<file path="config.mk">
export PLATFORM = sky130hd
export DESIGN_NAME = sprite_compositor
export DESIGN_NICKNAME = d
export VERILOG_FILES = /design/src/rtl/sprite_compositor.sv
export SDC_FILE = /design/constraint.sdc
export NUM_CORES = 1
export LEC_CHECK = 0
export ABC_AREA = 0
export ABC_CLOCK_PERIOD_IN_PS = 4400
export CAP_MARGIN = 10
export CORE_ASPECT_RATIO = 0.6
export CORE_MARGIN = 8
export CORE_UTILIZATION = 55
export CTS_CLUSTER_SIZE = 28
export DETAILED_ROUTE_END_ITERATION = 10
export PLACE_DENSITY = 0.87
export RECOVER_POWER = 25
export SETUP_SLACK_MARGIN = 0.15
export SLEW_MARGIN = 20
export SYNTH_ARGS = -nofsm -noshare
export SYNTH_HDL_FRONTEND = slang
export SYNTH_SLANG_ARGS = --single-unit
</file>
<file path="constraint.sdc">
create_clock -name clk -period 4.4 [get_ports clk]
set_input_delay 0.88 -clock clk [delete_from_list [all_inputs] [get_ports clk]]
set_output_delay 0.88 -clock clk [all_outputs]
set_load 0.01 [all_outputs]
</file>
<file path="src/rtl/sprite_compositor.sv">
// N-channel sprite engine: fetches one bitmap row per sprite each scanline, composites sprites over the background, moves sprites once per frame.
// Latency: vga_rgb is registered one cycle after hpos/vpos/display_on; a line fetch takes 2*NUM_SPRITES cycles after line_start.
// Backpressure: none; line_start while busy is dropped. Optional feature macro: SPRITE_COLLISION_EN (adds the collision port and logic).
module sprite_compositor #(
  parameter int NUM_SPRITES = 4,
  parameter int SPRITE_W    = 16,
  parameter int SPRITE_H    = 16,
  parameter int POS_W       = 10,
  parameter int VEL_W       = 4,
  parameter int X_MAX       = 640,
  parameter int Y_MAX       = 480
) (
  input  logic                        clk,
  input  logic                        reset_n,
  input  logic [POS_W-1:0]            hpos,
  input  logic [POS_W-1:0]            vpos,
  input  logic                        display_on,
  input  logic                        line_start,
  input  logic                        frame_tick,
  input  logic [2:0]                  bg_rgb,
  input  logic                        cfg_we,
  input  logic [2:0]                  cfg_sel,
  input  logic [1:0]                  cfg_field,
  input  logic [POS_W-1:0]            cfg_wdata,
  output logic [2:0]                  rom_sprite,
  output logic [$clog2(SPRITE_H)-1:0] rom_line,
  input  logic [4*SPRITE_W-1:0]       rom_bits,
  output logic                        busy,
  output logic [2:0]                  vga_rgb
`ifdef SPRITE_COLLISION_EN
  ,
  output logic [NUM_SPRITES-1:0]      collision
`endif
);

  localparam int LINE_W = $clog2(SPRITE_H);
  localparam int COL_W  = $clog2(SPRITE_W);
  localparam int ROW_W  = 4 * SPRITE_W;
  // Two spare bits so that x+vx never wraps, even from out-of-range config writes.
  localparam int EXT_W  = POS_W + 2;

  localparam logic signed [EXT_W-1:0] X_LIM   = EXT_W'(X_MAX - SPRITE_W);
  localparam logic signed [EXT_W-1:0] Y_LIM   = EXT_W'(Y_MAX - SPRITE_H);
  localparam logic [VEL_W-1:0]        MIN_VEL = {1'b1, {(VEL_W-1){1'b0}}};
  localparam logic [VEL_W-1:0]        MAX_VEL = {1'b0, {(VEL_W-1){1'b1}}};

  typedef enum logic [1:0] {S_IDLE, S_ADDR, S_DATA} fetch_state_t;

  // Sprite registers; velocities hold two's-complement bit patterns.
  logic [POS_W-1:0] x_q  [NUM_SPRITES];
  logic [POS_W-1:0] y_q  [NUM_SPRITES];
  logic [VEL_W-1:0] vx_q [NUM_SPRITES];
  logic [VEL_W-1:0] vy_q [NUM_SPRITES];

  // Line fetch
  fetch_state_t     state_q, state_d;
  logic [2:0]       idx_q;
  logic [POS_W-1:0] target_q;
  logic             last_idx;
  logic [2:0]       fetch_sel;
  logic [POS_W-1:0] fetch_tgt, fetch_y, cur_y, cur_off;
  logic [LINE_W-1:0] line_off;
  logic             in_range;

  // Line buffer and render
  logic [ROW_W-1:0]       row_q   [NUM_SPRITES];
  logic [NUM_SPRITES-1:0] valid_q;
  logic [NUM_SPRITES-1:0] running_q;
  logic [COL_W-1:0]       col_q   [NUM_SPRITES];
  logic [COL_W-1:0]       col_cur [NUM_SPRITES];
  logic [3:0]             pix_dat [NUM_SPRITES];
  logic [NUM_SPRITES-1:0] start, opaque;
  logic [2:0]             rgb_d;

  // Motion
  logic [POS_W+VEL_W-1:0] mot_x [NUM_SPRITES];
  logic [POS_W+VEL_W-1:0] mot_y [NUM_SPRITES];

  // One axis step with edge bounce; returns {new position, new velocity}.
  function automatic logic [POS_W+VEL_W-1:0] bounce(input logic [POS_W-1:0] p,
                                                    input logic [VEL_W-1:0] v,
                                                    input logic signed [EXT_W-1:0] lim);
    logic signed [EXT_W-1:0] np;
    logic [VEL_W-1:0]        nv;
    np = $signed({2'b00, p}) + $signed({{(EXT_W-VEL_W){v[VEL_W-1]}}, v});
    // The most negative velocity has no positive twin; clamp it.
    nv = (v == MIN_VEL) ? MAX_VEL : (VEL_W'(0) - v);
    if (np[EXT_W-1])
      bounce = {{POS_W{1'b0}}, nv};
    else if (np > lim)
      bounce = {lim[POS_W-1:0], nv};
    else
      bounce = {np[POS_W-1:0], v};
  endfunction

  // Fetch FSM next-state and busy flag.
  always_comb begin
    state_d  = state_q;
    busy     = (state_q != S_IDLE);
    last_idx = (idx_q == 3'(NUM_SPRITES - 1));
    case (state_q)
      S_IDLE:  if (line_start) state_d = S_ADDR;
      S_ADDR:  state_d = S_DATA;
      S_DATA:  state_d = last_idx ? S_IDLE : S_ADDR;
      default: state_d = S_IDLE;
    endcase
  end

  // Fetch FSM state register.
  always_ff @(posedge clk or negedge reset_n) begin
    if (!reset_n) state_q <= S_IDLE;
    else          state_q <= state_d;
  end

  // Next ROM address and the hit test for the row arriving this cycle.
  always_comb begin
    fetch_sel = (state_q == S_IDLE) ? 3'd0 : (idx_q + 3'd1);
    fetch_tgt = (state_q == S_IDLE) ? (vpos + POS_W'(1)) : target_q;
    fetch_y   = '0;
    cur_y     = '0;
    for (int i = 0; i < NUM_SPRITES; i++) begin
      if (fetch_sel == 3'(i)) fetch_y = y_q[i];
      if (idx_q == 3'(i))     cur_y   = y_q[i];
    end
    line_off = fetch_tgt[LINE_W-1:0] - fetch_y[LINE_W-1:0];
    cur_off  = target_q - cur_y;
    in_range = (target_q >= cur_y) && (cur_off < POS_W'(SPRITE_H));
  end

  // Fetch datapath: ROM address registers, row buffers and valid bits.
  always_ff @(posedge clk or negedge reset_n) begin
    if (!reset_n) begin
      idx_q      <= '0;
      target_q   <= '0;
      rom_sprite <= '0;
      rom_line   <= '0;
      valid_q    <= '0;
      for (int i = 0; i < NUM_SPRITES; i++) row_q[i] <= '0;
    end else begin
      if (state_q == S_IDLE && line_start) begin
        target_q   <= fetch_tgt;
        idx_q      <= '0;
        rom_sprite <= fetch_sel;
        rom_line   <= line_off;
      end
      if (state_q == S_DATA) begin
        for (int i = 0; i < NUM_SPRITES; i++) begin
          if (idx_q == 3'(i)) begin
            valid_q[i] <= in_range;
            if (in_range) row_q[i] <= rom_bits;
          end
        end
        if (!last_idx) begin
          idx_q      <= fetch_sel;
          rom_sprite <= fetch_sel;
          rom_line   <= line_off;
        end
      end
    end
  end

  // Per-sprite pixel select and priority composite (lowest index wins).
  always_comb begin
    rgb_d = bg_rgb;
    for (int i = 0; i < NUM_SPRITES; i++) begin
      start[i]   = display_on && valid_q[i] && (hpos == x_q[i]);
      col_cur[i] = start[i] ? '0 : col_q[i];
      pix_dat[i] = row_q[i][4*col_cur[i] +: 4];
      opaque[i]  = (start[i] || running_q[i]) && pix_dat[i][0];
    end
    for (int i = NUM_SPRITES - 1; i >= 0; i--) begin
      if (opaque[i]) rgb_d = pix_dat[i][3:1];
    end
    if (!display_on) rgb_d = 3'b000;
  end

  // Column counters: pixel 0 is shown at the hpos==x cycle, then SPRITE_W-1 more.
  always_ff @(posedge clk or negedge reset_n) begin
    if (!reset_n) begin
      running_q <= '0;
      for (int i = 0; i < NUM_SPRITES; i++) col_q[i] <= '0;
    end else begin
      for (int i = 0; i < NUM_SPRITES; i++) begin
        if (start[i]) begin
          running_q[i] <= (SPRITE_W > 1);
          col_q[i]     <= COL_W'(1);
        end else if (running_q[i]) begin
          if (col_q[i] == COL_W'(SPRITE_W - 1)) running_q[i] <= 1'b0;
          col_q[i] <= col_q[i] + COL_W'(1);
        end
      end
    end
  end

  // Registered pixel output.
  always_ff @(posedge clk or negedge reset_n) begin
    if (!reset_n) vga_rgb <= 3'b000;
    else          vga_rgb <= rgb_d;
  end

  // Candidate motion results for every sprite.
  always_comb begin
    for (int i = 0; i < NUM_SPRITES; i++) begin
      mot_x[i] = bounce(x_q[i], vx_q[i], X_LIM);
      mot_y[i] = bounce(y_q[i], vy_q[i], Y_LIM);
    end
  end

  // Sprite registers: frame motion first, a same-cycle config write overrides its field.
  always_ff @(posedge clk or negedge reset_n) begin
    if (!reset_n) begin
      for (int i = 0; i < NUM_SPRITES; i++) begin
        x_q[i]  <= '0;
        y_q[i]  <= '0;
        vx_q[i] <= '0;
        vy_q[i] <= '0;
      end
    end else begin
      for (int i = 0; i < NUM_SPRITES; i++) begin
        if (frame_tick) begin
          {x_q[i], vx_q[i]} <= mot_x[i];
          {y_q[i], vy_q[i]} <= mot_y[i];
        end
        if (cfg_we && (cfg_sel == 3'(i))) begin
          case (cfg_field)
            2'd0: x_q[i]  <= cfg_wdata;
            2'd1: y_q[i]  <= cfg_wdata;
            2'd2: vx_q[i] <= cfg_wdata[VEL_W-1:0];
            default: vy_q[i] <= cfg_wdata[VEL_W-1:0];
          endcase
        end
      end
    end
  end

`ifdef SPRITE_COLLISION_EN
  logic [NUM_SPRITES-1:0] coll_flags_q;
  logic                   multi_hit;

  // Two or more opaque sprites on the same visible pixel.
  always_comb begin
    multi_hit = display_on && ($countones(opaque) > 1);
  end

  // Sticky flags, published and cleared once per frame.
  always_ff @(posedge clk or negedge reset_n) begin
    if (!reset_n) begin
      coll_flags_q <= '0;
      collision    <= '0;
    end else if (frame_tick) begin
      collision    <= coll_flags_q;
      coll_flags_q <= '0;
    end else if (multi_hit) begin
      coll_flags_q <= coll_flags_q | opaque;
    end
  end
`endif

endmodule
</file>
# ---- Word level (Yosys, flattened, before mapping)
# Index checks and enable logic that the tools add are counted.
# Widths: inputs -> output; s select.
dict set report word_totals {
  out_inout_bits 11
  inputBits 108
  register_bits 417
}
dict set report classes {
  eq_ne 30
  order_cmp 10
  mux 123
  n_addsub 24
  shifts 4
  n_reduce_logical 42
}
# op n
set op_table {}
lappend op_table {{$mux 10} 28}
lappend op_table {{$shiftx 64x7->4} 4}
lappend op_table {{$mux 14} 16}
lappend op_table {{$mux 4} 52}
lappend op_table {{$add 11x4->12} 8}
lappend op_table {{$eq 4x4->1 const B} 12}
lappend op_table {{$gt 12x10->1 const B} 4}
lappend op_table {{$gt 12x11->1 const B} 4}
lappend op_table {{$eq 10x10->1} 4}
lappend op_table {{$mux 3} 12}
lappend op_table {{$sub 1x4->4 const A} 8}
lappend op_table {{$eq 3x2->1 const B} 6}
lappend op_table {{$logic_and 1x1->1} 18}
lappend op_table {{$add 4x1->4 const B} 4}
lappend op_table {{$mux 1} 13}
lappend op_table {{$reduce_and 3->1} 4}
lappend op_table {{$add 10x1->10 const B} 1}
lappend op_table {{$ge 10x10->1} 1}
lappend op_table {{$lt 10x5->1 const B} 1}
lappend op_table {{$reduce_and 2->1} 5}
lappend op_table {{$reduce_bool 2->1} 5}
lappend op_table {{$sub 10x10->10} 1}
lappend op_table {{$eq 3x1->1 const B} 3}
lappend op_table {{$logic_not 3->1} 3}
lappend op_table {{other kinds (10)} 16}

# ---- Depth between registers and ports, before layout
# Gate-level depths: netlist of the first run.
dict set report logic_depth {
  depth_word 11
  ltp_mapped 20
  ltp_nobuf 16
}

# ---- Least setup slack after synthesis of the first run
# No wires, ideal clock.
dict set report synth_timing {
  path_type {register -> register}
  start {register idx_q[0]}
  end {register row_q[128] (netlist name)}
  path_buffers 4
  synth_period_minus_slack_ns 4.209
  arrival_time_ns 4.082
  stages_incl_launch_ff 21
  setup_slack_ns 0.191
  path_cell_list {dfrtp_1 -> clkbuf_1 -> inv_1 -> ha_1 -> nor2b_1 -> clkbuf_1 -> a221oi_1 -> a21oi_1 -> a22oi_1 -> ha_1 -> nor2b_1 -> o21a_1 -> o21ai_2 -> a21oi_2 -> a31oi_4 -> mux2_2 -> a22oi_2 -> nor4_1 -> buf_4 -> buf_6 -> mux2_1}
}
dict set report synth_via {
  elab_chain_len 9
  word_cells_on_any_way 13
  classes_between {1 x add/sub; 2 x order compare; 3 x eq/ne; 4 x mux; 3 x reduce/logical}
}
# element line
set synth_rtl {}
lappend synth_rtl {{start: declaration} 57} ;# logic [2:0] idx_q;
lappend synth_rtl {{start signal: assignment} 154} ;# idx_q <= fetch_sel;
lappend synth_rtl {{$logic_not 3->1} 123} ;# if (idx_q == 3'(i)) cur_y = y_q[i];
lappend synth_rtl {{$mux 10 (4 in a row)} 123}
lappend synth_rtl {{$sub 10x10->10} 126} ;# cur_off = target_q - cur_y;
lappend synth_rtl {{$lt 10x5->1} 127} ;# in_range = (target_q >= cur_y) && (cur_off < POS_W'(SPRITE_H));
lappend synth_rtl {{$logic_and 1x1->1} 127}
lappend synth_rtl {{$reduce_and 3->1 (no line) (*)} n/a}
lappend synth_rtl {{end signal: indexed assignment} 150} ;# if (in_range) row_q[i] <= rom_bits;
lappend synth_rtl {{end: declaration} 66} ;# logic [ROW_W-1:0] row_q [NUM_SPRITES];
# Every way passes the cells marked *; elsewhere a longest branch is shown, timed or not.
# A chain may end at the register's enable or synchronous reset.

# ---- Worst setup path in the final report of the first run
dict set report layout_timing {
  start {register idx_q[0]}
  end {register row_q[95] (netlist name)}
}
# The elaborated chain is that of the path after synthesis.

==> results of run 1 <==
==> cell families (layout without fill, tap and decap cells) <==
logic type,Yosys count,in the layout,synth area share [%]
AOI/OAI and AO/OA,662,662,16.85
xor gates and xnor gates,126,126,4.232
adders and majority gates,128,128,6.358
buffers and inverters,218,348,3.627
DFF,417,417,39.75
muxes,351,351,16.53
and+or+nand+nor,676,676,12.65
==> sequential cells by signal, indices dropped and copies added, names as in the netlist <==
signal / cells
row_q: 256
x_q: 40
y_q: 40
col_q: 16
vx_q: 16
vy_q: 16
target_q: 10
rom_line: 4
running_q: 4
valid_q: 4
idx_q: 3
rom_sprite: 3
vga_rgb: 3
state_q: 2
==> worst paths after layout <==
kind,to,slack [ps]
worst min register to register,row_q[27]$_DFFE_PN0P_,480
worst min-delay path,row_q[27]$_DFFE_PN0P_,480
worst max-delay path,row_q[95]$_DFFE_PN0P_,210
max in group asynchronous,row_q[225]$_DFFE_PN0P_,920
min in group asynchronous,row_q[31]$_DFFE_PN0P_,1270
worst max register to register,row_q[95]$_DFFE_PN0P_,210
==> metrics by stage <==
step                hold WS [ps]  setup slack [ps]  cells  area, µm²
floorplan                  448.4             190.8   2578      26250
global placement           459.2             252.6   3266      28210
detailed placement         470.0             146.2   3266      28210
CTS                        449.6             121.2   3335      29490
global route               497.6             94.25   3348      29730
finish                     483.7             205.3   3348      29730
==> area by class of cell <==
cell class,count,area (µm²),share of cell area [%]
clock buffer,57,1136,3.821
clock inverter,12,146.4,0.4924
inverter,89,334.1,1.124
multi-input combinational,1943,14980,50.38
sequential,417,10440,35.11
tap,640,800.8,2.693
timing repair buffer,190,1898,6.384
==> critical path: stages, from the launching register on <==
cell and delay [ps]:
sky130_fd_sc_hd__dfrtp_2 430, sky130_fd_sc_hd__buf_4 180, sky130_fd_sc_hd__ha_1 200, sky130_fd_sc_hd__ha_2 200, sky130_fd_sc_hd__nor2_2 220, sky130_fd_sc_hd__a22oi_1 110
sky130_fd_sc_hd__ha_1 280, sky130_fd_sc_hd__nor2b_1 140, sky130_fd_sc_hd__o21a_1 200, sky130_fd_sc_hd__o21ai_2 240, sky130_fd_sc_hd__a21oi_4 110, sky130_fd_sc_hd__a31oi_4 200
sky130_fd_sc_hd__mux2_2 370, sky130_fd_sc_hd__a22oi_2 220, sky130_fd_sc_hd__buf_6 180, sky130_fd_sc_hd__nor4_4 50, sky130_fd_sc_hd__buf_6 190, sky130_fd_sc_hd__buf_4 210
sky130_fd_sc_hd__mux2_1 350
==> report_power, final <==
part	internal, W	leakage [nW]	total [W]	switching [W]
Clock	0.00193	0.632	0.00349	0.00156
Sequential	0.00478	5.60	0.00583	0.00105
Combinational	0.00413	7.54	0.00955	0.00541
Total	0.0108	13.8	0.0189	0.00802
==> layout by cell type, fill, tap and decap left out, types with 13 or more instances in the layout <==
cell                              instances
sky130_fd_sc_hd__clkbuf_16               44
sky130_fd_sc_hd__a31oi_1                 33
sky130_fd_sc_hd__nand2b_1                32
sky130_fd_sc_hd__or3_1                   17
sky130_fd_sc_hd__o21ai_0                123
sky130_fd_sc_hd__a211oi_1                29
sky130_fd_sc_hd__o21bai_1                13
sky130_fd_sc_hd__nor3b_1                 25
sky130_fd_sc_hd__o22ai_1                 15
sky130_fd_sc_hd__inv_1                   87
sky130_fd_sc_hd__a221oi_1                16
sky130_fd_sc_hd__ha_1                   116
sky130_fd_sc_hd__a21oi_1                161
sky130_fd_sc_hd__a21o_1                  27
sky130_fd_sc_hd__xnor2_1                 41
sky130_fd_sc_hd__dfrtp_1                415
sky130_fd_sc_hd__o21ai_1                 24
sky130_fd_sc_hd__buf_4                   51
sky130_fd_sc_hd__nor3_1                  63
sky130_fd_sc_hd__nand2_1                162
sky130_fd_sc_hd__and3_1                  23
sky130_fd_sc_hd__nor4_1                  24
sky130_fd_sc_hd__mux2i_1                 33
sky130_fd_sc_hd__clkdlybuf4s50_1        116
sky130_fd_sc_hd__mux2_2                  33
sky130_fd_sc_hd__mux2_1                 247
sky130_fd_sc_hd__nor2b_1                 29
sky130_fd_sc_hd__o31ai_1                 17
sky130_fd_sc_hd__o211ai_1                20
sky130_fd_sc_hd__a22oi_1                 36
sky130_fd_sc_hd__mux4_2                  38
sky130_fd_sc_hd__nor2_1                 185
sky130_fd_sc_hd__o21a_1                  17
sky130_fd_sc_hd__or2_2                   13
sky130_fd_sc_hd__nand3_1                 46
sky130_fd_sc_hd__xor2_1                  84
==> synthesized netlist by cell type (27+ instances only) <==
cell	number	share of area (%)
sky130_fd_sc_hd__xor2_1	84	2.8
sky130_fd_sc_hd__mux4_2	38	3.3
sky130_fd_sc_hd__a31oi_1	33	0.79
sky130_fd_sc_hd__a22oi_1	36	1.0
sky130_fd_sc_hd__ha_1	119	5.7
sky130_fd_sc_hd__mux2i_1	33	1.3
sky130_fd_sc_hd__xnor2_1	41	1.4
sky130_fd_sc_hd__mux2_1	249	11
sky130_fd_sc_hd__a21o_1	27	0.77
sky130_fd_sc_hd__dfrtp_1	417	40
sky130_fd_sc_hd__nand2b_1	32	0.76
sky130_fd_sc_hd__nor2_1	186	2.7
sky130_fd_sc_hd__mux2_2	31	1.3
sky130_fd_sc_hd__a211oi_1	29	0.83
sky130_fd_sc_hd__o21ai_0	125	2.4
sky130_fd_sc_hd__nand3_1	46	0.88
sky130_fd_sc_hd__nor2b_1	30	0.71
sky130_fd_sc_hd__clkbuf_1	80	1.1
sky130_fd_sc_hd__nand2_1	162	2.3
sky130_fd_sc_hd__nor3_1	67	1.3
sky130_fd_sc_hd__a21oi_1	162	3.1
sky130_fd_sc_hd__inv_1	89	1.3
==> per-layer routing <==
metal  up-vias  routed length [µm]
met5         -                   0
met4         0                1821
met3       161               10260
met2      1310               34270
met1     11010               35450
li1       9722                   -
==> repair_timing <==
| action | CTS | global route |
|---|---|---|
| hold endpoints to repair | 0 | 0 |
| endpoints found under the setup margin | 68 | 260 |
| buffers inserted | 0 | 8 |
| resized for setup | 0 | 34 |
| cloned | 0 | 5 |
| pin swaps | 2 | 7 |
==> summary.md, run 1 <==
| Metric | Value |
|---|---|
| Synth cell types | `95` |
| Count of hold buffers inserted by post-cts repair | `0` |
| CTS tree | `done` |
| Diode insertion count for antenna repair | `0` |
| Post-layout nets | `2918` |
| Worst hold path startpoint | `row_q[27]$_DFFE_PN0P_` |
| Dpl hpwl | `57750 µm` |
| Number of synthesis warnings | `0` |
| Number of cells traversed by the worst hold path | `1` |
| Detailed-route via count | `22210` |
| Area of the core | `47480 µm²` |
| Cell area after technology mapping | `26250 µm²` |
| Standard-cell row count | `62` |
| Critical path capture point type | `flop` |
| R2r worst-path depth | `18` |
| Core Util, Final | `62.62%` |
| Number of clock buffers inserted by TritonCTS | `41` |
| Max capacitance violation total | `1` |
| Async set or reset register ratio after synthesis | `100.0%` |
| Synthesized instance count | `2578` |
| Violation count after the first detailed-route iteration | `2439` |
| Root buffer cell | `sky130_fd_sc_hd__clkbuf_16` |
| Reg2Reg Launch Point | `idx_q[0]$_DFF_PN0_` |
| Die area | `55210 µm²` |
| Setup repair after global routing missed its margin | `no` |
| Kind of critical path | `reg -> reg` |
| Width of the die | `298.1 µm` |
| Number of top-level design ports | `119` |
| Met1 track demand over resource in global routing | `41.97%` |
| Final-layout setup total negative slack | `0 ps` |
| Outcome | `finished with violations` |
| Largest net degree at the start of global routing | `119` |
| Area delta synth->final | `13.25%` |
| Global routing met2 resource utilization | `41.06%` |
| Antenna violations before repair | `2` |
| Fin crit period | `4195 ps` |
| Actual transition at the worst max-transition pin | `2999 ps` |
| Max Root-Sink Buffers | `3` |
| Sort of element at the start of the critical path | `flop` |
| Worst IR Drop VDD | `352.0 µV` |
| Power per cell area | `634.5 nW/µm²` |
| Synth Register Bits | `417` |
| Wire length reported by the detailed router | `81800 µm` |
| Maximum clock frequency | `238.4 MHz` |
| Clock latency reported for the late side of the worst-skew pair | `580 ps` |
| Count of buffers inserted at the top-level ports | `118` |
| EDFF count, synth | `0` |
| DRC violations left | `0` |
| Final-report setup violation count | `0` |
| Routed wire per std cell | `24.43 µm` |
| Failing checks | `max-capacitance violations, max-slew violations` |
| Clock edge transition at the registers on the reported setup and hold paths | `60 ps` |
| Tot GR Track Use | `28.10%` |
| Routability congestion estimate from global placement | `0.9623` |
| # H-tree levels | `2` |
| Predominant post-synthesis flop cell | `sky130_fd_sc_hd__dfrtp_1` |
| Crit share post-route | `95.33%` |
| Initial core utilization | `55.30%` |
| Final hold violation count | `0` |
| Worst-case headroom to the max-slew limit | `-99.95%` |
| Critical Path RT | `4830 ps` |
| Seq/Total Area, Yosys | `39.75%` |
| Chip Height | `185.2 µm` |
| Synthesized area divided by synthesized cell count | `10.18 µm²` |
| Total nets after synthesis | `2814` |
| GRT Residual Overflow | `0` |
| Hold crit path type | `reg -> reg` |
| TritonCTS Sinks | `417` |
| Initial DRT Pass Iterations | `8` |
| Vias in the first global route | `21240` |
| Fill count | `3681` |
| Average vias per placed instance | `6.632` |
| Overall power of the completed layout | `0.01886 W` |
| Leakage dissipation | `13.78 nW` |
| Fin Clk Skew | `38.25 ps` |
| Met3 track demand over resource in global routing | `6.851%` |
| Global-route wire length before repair | `124200 µm` |
| Fraction of layout cells with a size suffix above 1 | `9.601%` |
| Crit path launch | `idx_q[0]$_DFF_PN0_` |
| Layer with the highest usage after global routing | `met1` |
| Final Max Tran Viols | `116` |
| Data arrival at the endpoint of the critical path | `4630 ps` |
| Routed Antenna Nets | `0` |
| Worst Path Max Fanout | `15` |
No activity file was read; power rests on OpenSTA's default activity.
==> inputs of run 2 (changes only) <==
--- a/config.mk
+++ b/config.mk
@@ -7,10 +7,11 @@
 export LEC_CHECK = 0
 export ABC_AREA = 0
 export ABC_CLOCK_PERIOD_IN_PS = 4400
-export CAP_MARGIN = 10
+export CAP_MARGIN = 20
 export CORE_ASPECT_RATIO = 0.6
 export CORE_MARGIN = 8
 export CORE_UTILIZATION = 55
+export CTS_CLUSTER_DIAMETER = 60
 export CTS_CLUSTER_SIZE = 28
 export DETAILED_ROUTE_END_ITERATION = 10
 export PLACE_DENSITY = 0.87
==> summary.md, run 2 (same netlist as run 1, synthesis figures left out) <==
| Metric | Value |
|---|---|
| Outcome | `finished with violations` |
| Failing checks | `max-capacitance violations, max-slew violations` |
| Tot GR Track Use | `27.68%` |
| Average vias per placed instance | `6.642` |
| Data arrival at the endpoint of the critical path | `4700 ps` |
| Combinational Power Share | `52.5%` |
| Sort of element at the start of the critical path | `flop` |
| Chip Height | `185.2 µm` |
| Capture point of the worst reg-to-reg path | `row_q[188]$_DFFE_PN0P_` |
| Max capacitance violation total | `1` |
| Reg2Reg Launch Point | `idx_q[0]$_DFF_PN0_` |
| Setup repair after global routing missed its margin | `no` |
| Fin Clk Skew | `31.46 ps` |
| Kind of critical path | `reg -> reg` |
| Final-layout setup total negative slack | `0 ps` |
| Routed Antenna Nets | `0` |
| Critical path capture point type | `flop` |
| Critical Path RT | `4870 ps` |
| Count of hold buffers inserted by post-cts repair | `0` |
| Worst hold path startpoint | `row_q[122]$_DFFE_PN0P_` |
| Antenna violations before repair | `0` |
| Register with the most flip-flops | `row_q` |
| DRC violations left | `0` |
| Delay contributed by the slowest stage of the critical path | `440 ps` |
| Initial DRT Pass Iterations | `6` |
| Max Root-Sink Buffers | `3` |
| Post-layout nets | `2906` |
| Routed wire per std cell | `24.46 µm` |
| Number of cells in the finished layout apart from fillers | `3329` |
| Top flop regs | `row_q x256, x_q x40, y_q x40` |
| Diode insertion count for antenna repair | `0` |
| Fin crit period | `4235 ps` |
| GRT Residual Overflow | `0` |
| Number of cells traversed by the worst hold path | `1` |
| Worst-case headroom to the max-slew limit | `-95.55%` |
| Global-route wire length before repair | `122700 µm` |
| Count of placed standard cells including taps | `3266` |
| Die area | `55210 µm²` |
| Largest net degree at the start of global routing | `119` |
| Maximum clock frequency | `236.1 MHz` |
| TritonCTS Sinks | `417` |
| Crit share post-route | `96.24%` |
| WHS Endpoint | `row_q[122]$_DFFE_PN0P_` |
| Routability congestion estimate from global placement | `0.9623` |
| Width of the die | `298.1 µm` |
| Violation count after the first detailed-route iteration | `2740` |
| Power per cell area | `622.5 nW/µm²` |
| # H-tree levels | `1` |
| Dpl hpwl | `57750 µm` |
| Fraction of layout cells with a size suffix above 1 | `9.334%` |
| Multi-input gate area | `14970 µm²` |
| Clock share of power | `15.8%` |
| Overall power of the completed layout | `0.01833 W` |
| Vias in the first global route | `21120` |
| Number of top-level design ports | `119` |
| Worst Path Max Fanout | `24` |
| Standard-cell row count | `62` |
| Worst reg2reg setup slack | `170 ps` |
| Root buffer cell | `sky130_fd_sc_hd__clkbuf_16` |
| Final Max Tran Viols | `116` |
| Actual transition at the worst max-transition pin | `2933 ps` |
| Part of the total power dissipated in sequential elements | `31.8%` |
| Clock latency reported for the late side of the worst-skew pair | `610 ps` |
| Switching share of total power | `44.23%` |
| Worst IR Drop VDD | `375.1 µV` |
| Largest register FFs | `256` |
| Wire length reported by the detailed router | `81410 µm` |
| Final-report setup violation count | `0` |
| Hold crit path type | `reg -> reg` |
| Instance area at placement | `28210 µm²` |
| Most common cell after layout, fill and taps aside | `sky130_fd_sc_hd__dfrtp_1` |
| Top library cells by usage in the layout, fill and taps aside | `415 x sky130_fd_sc_hd__dfrtp_1, 249 x sky130_fd_sc_hd__mux2_1, 185 x sky130_fd_sc_hd__nor2_1` |
| R2r worst-path depth | `18` |
| Register area | `10440 µm²` |
| Fin area | `29440 µm²` |
| Fill count | `3742` |
| CP max-delay cell | `sky130_fd_sc_hd__dfrtp_2` |
| Crit-path cells | `buf_4, ha_1, ha_2, nor2_2, a22oi_2, ha_1, nor2b_1, o21a_1, o21ai_2, a21oi_4, a31oi_4, mux2_4, a22oi_2, buf_4, nor4_4, buf_4, buf_8, mux2_1` |
| Area delta synth->final | `12.14%` |
| Detailed-route via count | `22110` |
| Area of the core | `47480 µm²` |
| CTS tree | `done` |
| Critical path's most frequent cell | `sky130_fd_sc_hd__buf_4` |
| Leakage dissipation | `13.63 nW` |
| Switching component of the power | `0.008106 W` |
| Number of clock buffers inserted by TritonCTS | `26` |
| Clock edge transition at the registers on the reported setup and hold paths | `110 ps` |
| Count of buffers inserted at the top-level ports | `118` |
| Final hold violation count | `0` |
| Initial core utilization | `55.30%` |
| Internal power | `0.01022 W` |
## run 2: changes by cell type in the layout (fill, tap and decap cells not counted), moves of 2 or more
cell,delta
sky130_fd_sc_hd__clkbuf_1,-11
sky130_fd_sc_hd__inv_16,+3
sky130_fd_sc_hd__clkinv_4,+2
sky130_fd_sc_hd__clkinv_2,-8
sky130_fd_sc_hd__buf_4,+4
sky130_fd_sc_hd__clkbuf_8,-5
sky130_fd_sc_hd__mux2_2,-3
sky130_fd_sc_hd__inv_6,+2
sky130_fd_sc_hd__clkbuf_16,-15
sky130_fd_sc_hd__clkinv_8,+6
sky130_fd_sc_hd__inv_8,+3
sky130_fd_sc_hd__mux2_1,+2
## run 2: final cells by class
type                            count  area share (%)
Tap cell                          640           2.720
Clock buffer                       26           2.210
Clock inverter                     21           1.109
Multi-Input combinational cell   1943           50.85
Timing Repair Buffer              193           6.520
Inverter                           89           1.135
Sequential cell                   417           35.45
## run 2: how the worst max path moves through the flow
stage / from / to / slack (ps) / cells after the start
2_1_floorplan: idx_q[0]$_DFF_PN0_ / row_q[128]$_DFFE_PN0P_ / 190 / 20
3_3_place_gp: idx_q[1]$_DFF_PN0_ / row_q[181]$_DFFE_PN0P_ / 250 / 17
3_5_place_dp: idx_q[1]$_DFF_PN0_ / row_q[163]$_DFFE_PN0P_ / 150 / 17
4_1_cts: idx_q[1]$_DFF_PN0_ / row_q[39]$_DFFE_PN0P_ / 140 / 18
5_1_grt: idx_q[0]$_DFF_PN0_ / row_q[188]$_DFFE_PN0P_ / 40 / 18
6_report: idx_q[0]$_DFF_PN0_ / row_q[188]$_DFFE_PN0P_ / 170 / 18
## run 2: layer usage
layer	GRT usage [%]	up-vias	wire (µm)
li1	-	9717	-
met2	40.20	1290	33980
met3	7.855	148	10190
met4	5.461	0	1725
met1	41.03	10960	35510
met5	0	-	0
## run 2: power groups by stage
stage	clock [W]	combinational (W)	sequential, W
final	0.00289	0.00961	0.00582
after global routing	0.00305	0.0105	0.00591
after CTS	0.00291	0.00921	0.00575
after detailed placement	0	0.00905	0.00582
after global placement	0	0.00869	0.00574
after floorplan	0	0.00701	0.00541
## run 2: repair_timing
| item | CTS | global route |
|---|---|---|
| gates cloned | 1 | 5 |
| buffers inserted | 3 | 7 |
| endpoints found under the setup margin | 77 | 257 |
| resized for setup | 4 | 27 |
| pin swaps | 2 | 8 |
## run 2: through the flow
stage	setup WS [ps]	hold WS, ps	utilization (%)
finish	165.3	492.5	62.01
global placement	252.6	459.2	59.41
detailed placement	146.2	470.0	59.41
floorplan	190.8	448.4	-
global route	43.79	505.8	62.01
CTS	138.7	387.0	61.61
## run 2: worst max-delay path, delay by kind of cell (launching register included)
| kind | cells | cell delay, ps |
|---|---|---|
| muxes | 2 | 690 |
| DFF | 1 | 440 |
| and+or+nand+nor | 3 | 410 |
| adders and majority gates | 3 | 680 |
| buffers and inverters | 4 | 770 |
| AOI/OAI and AO/OA | 6 | 1100 |
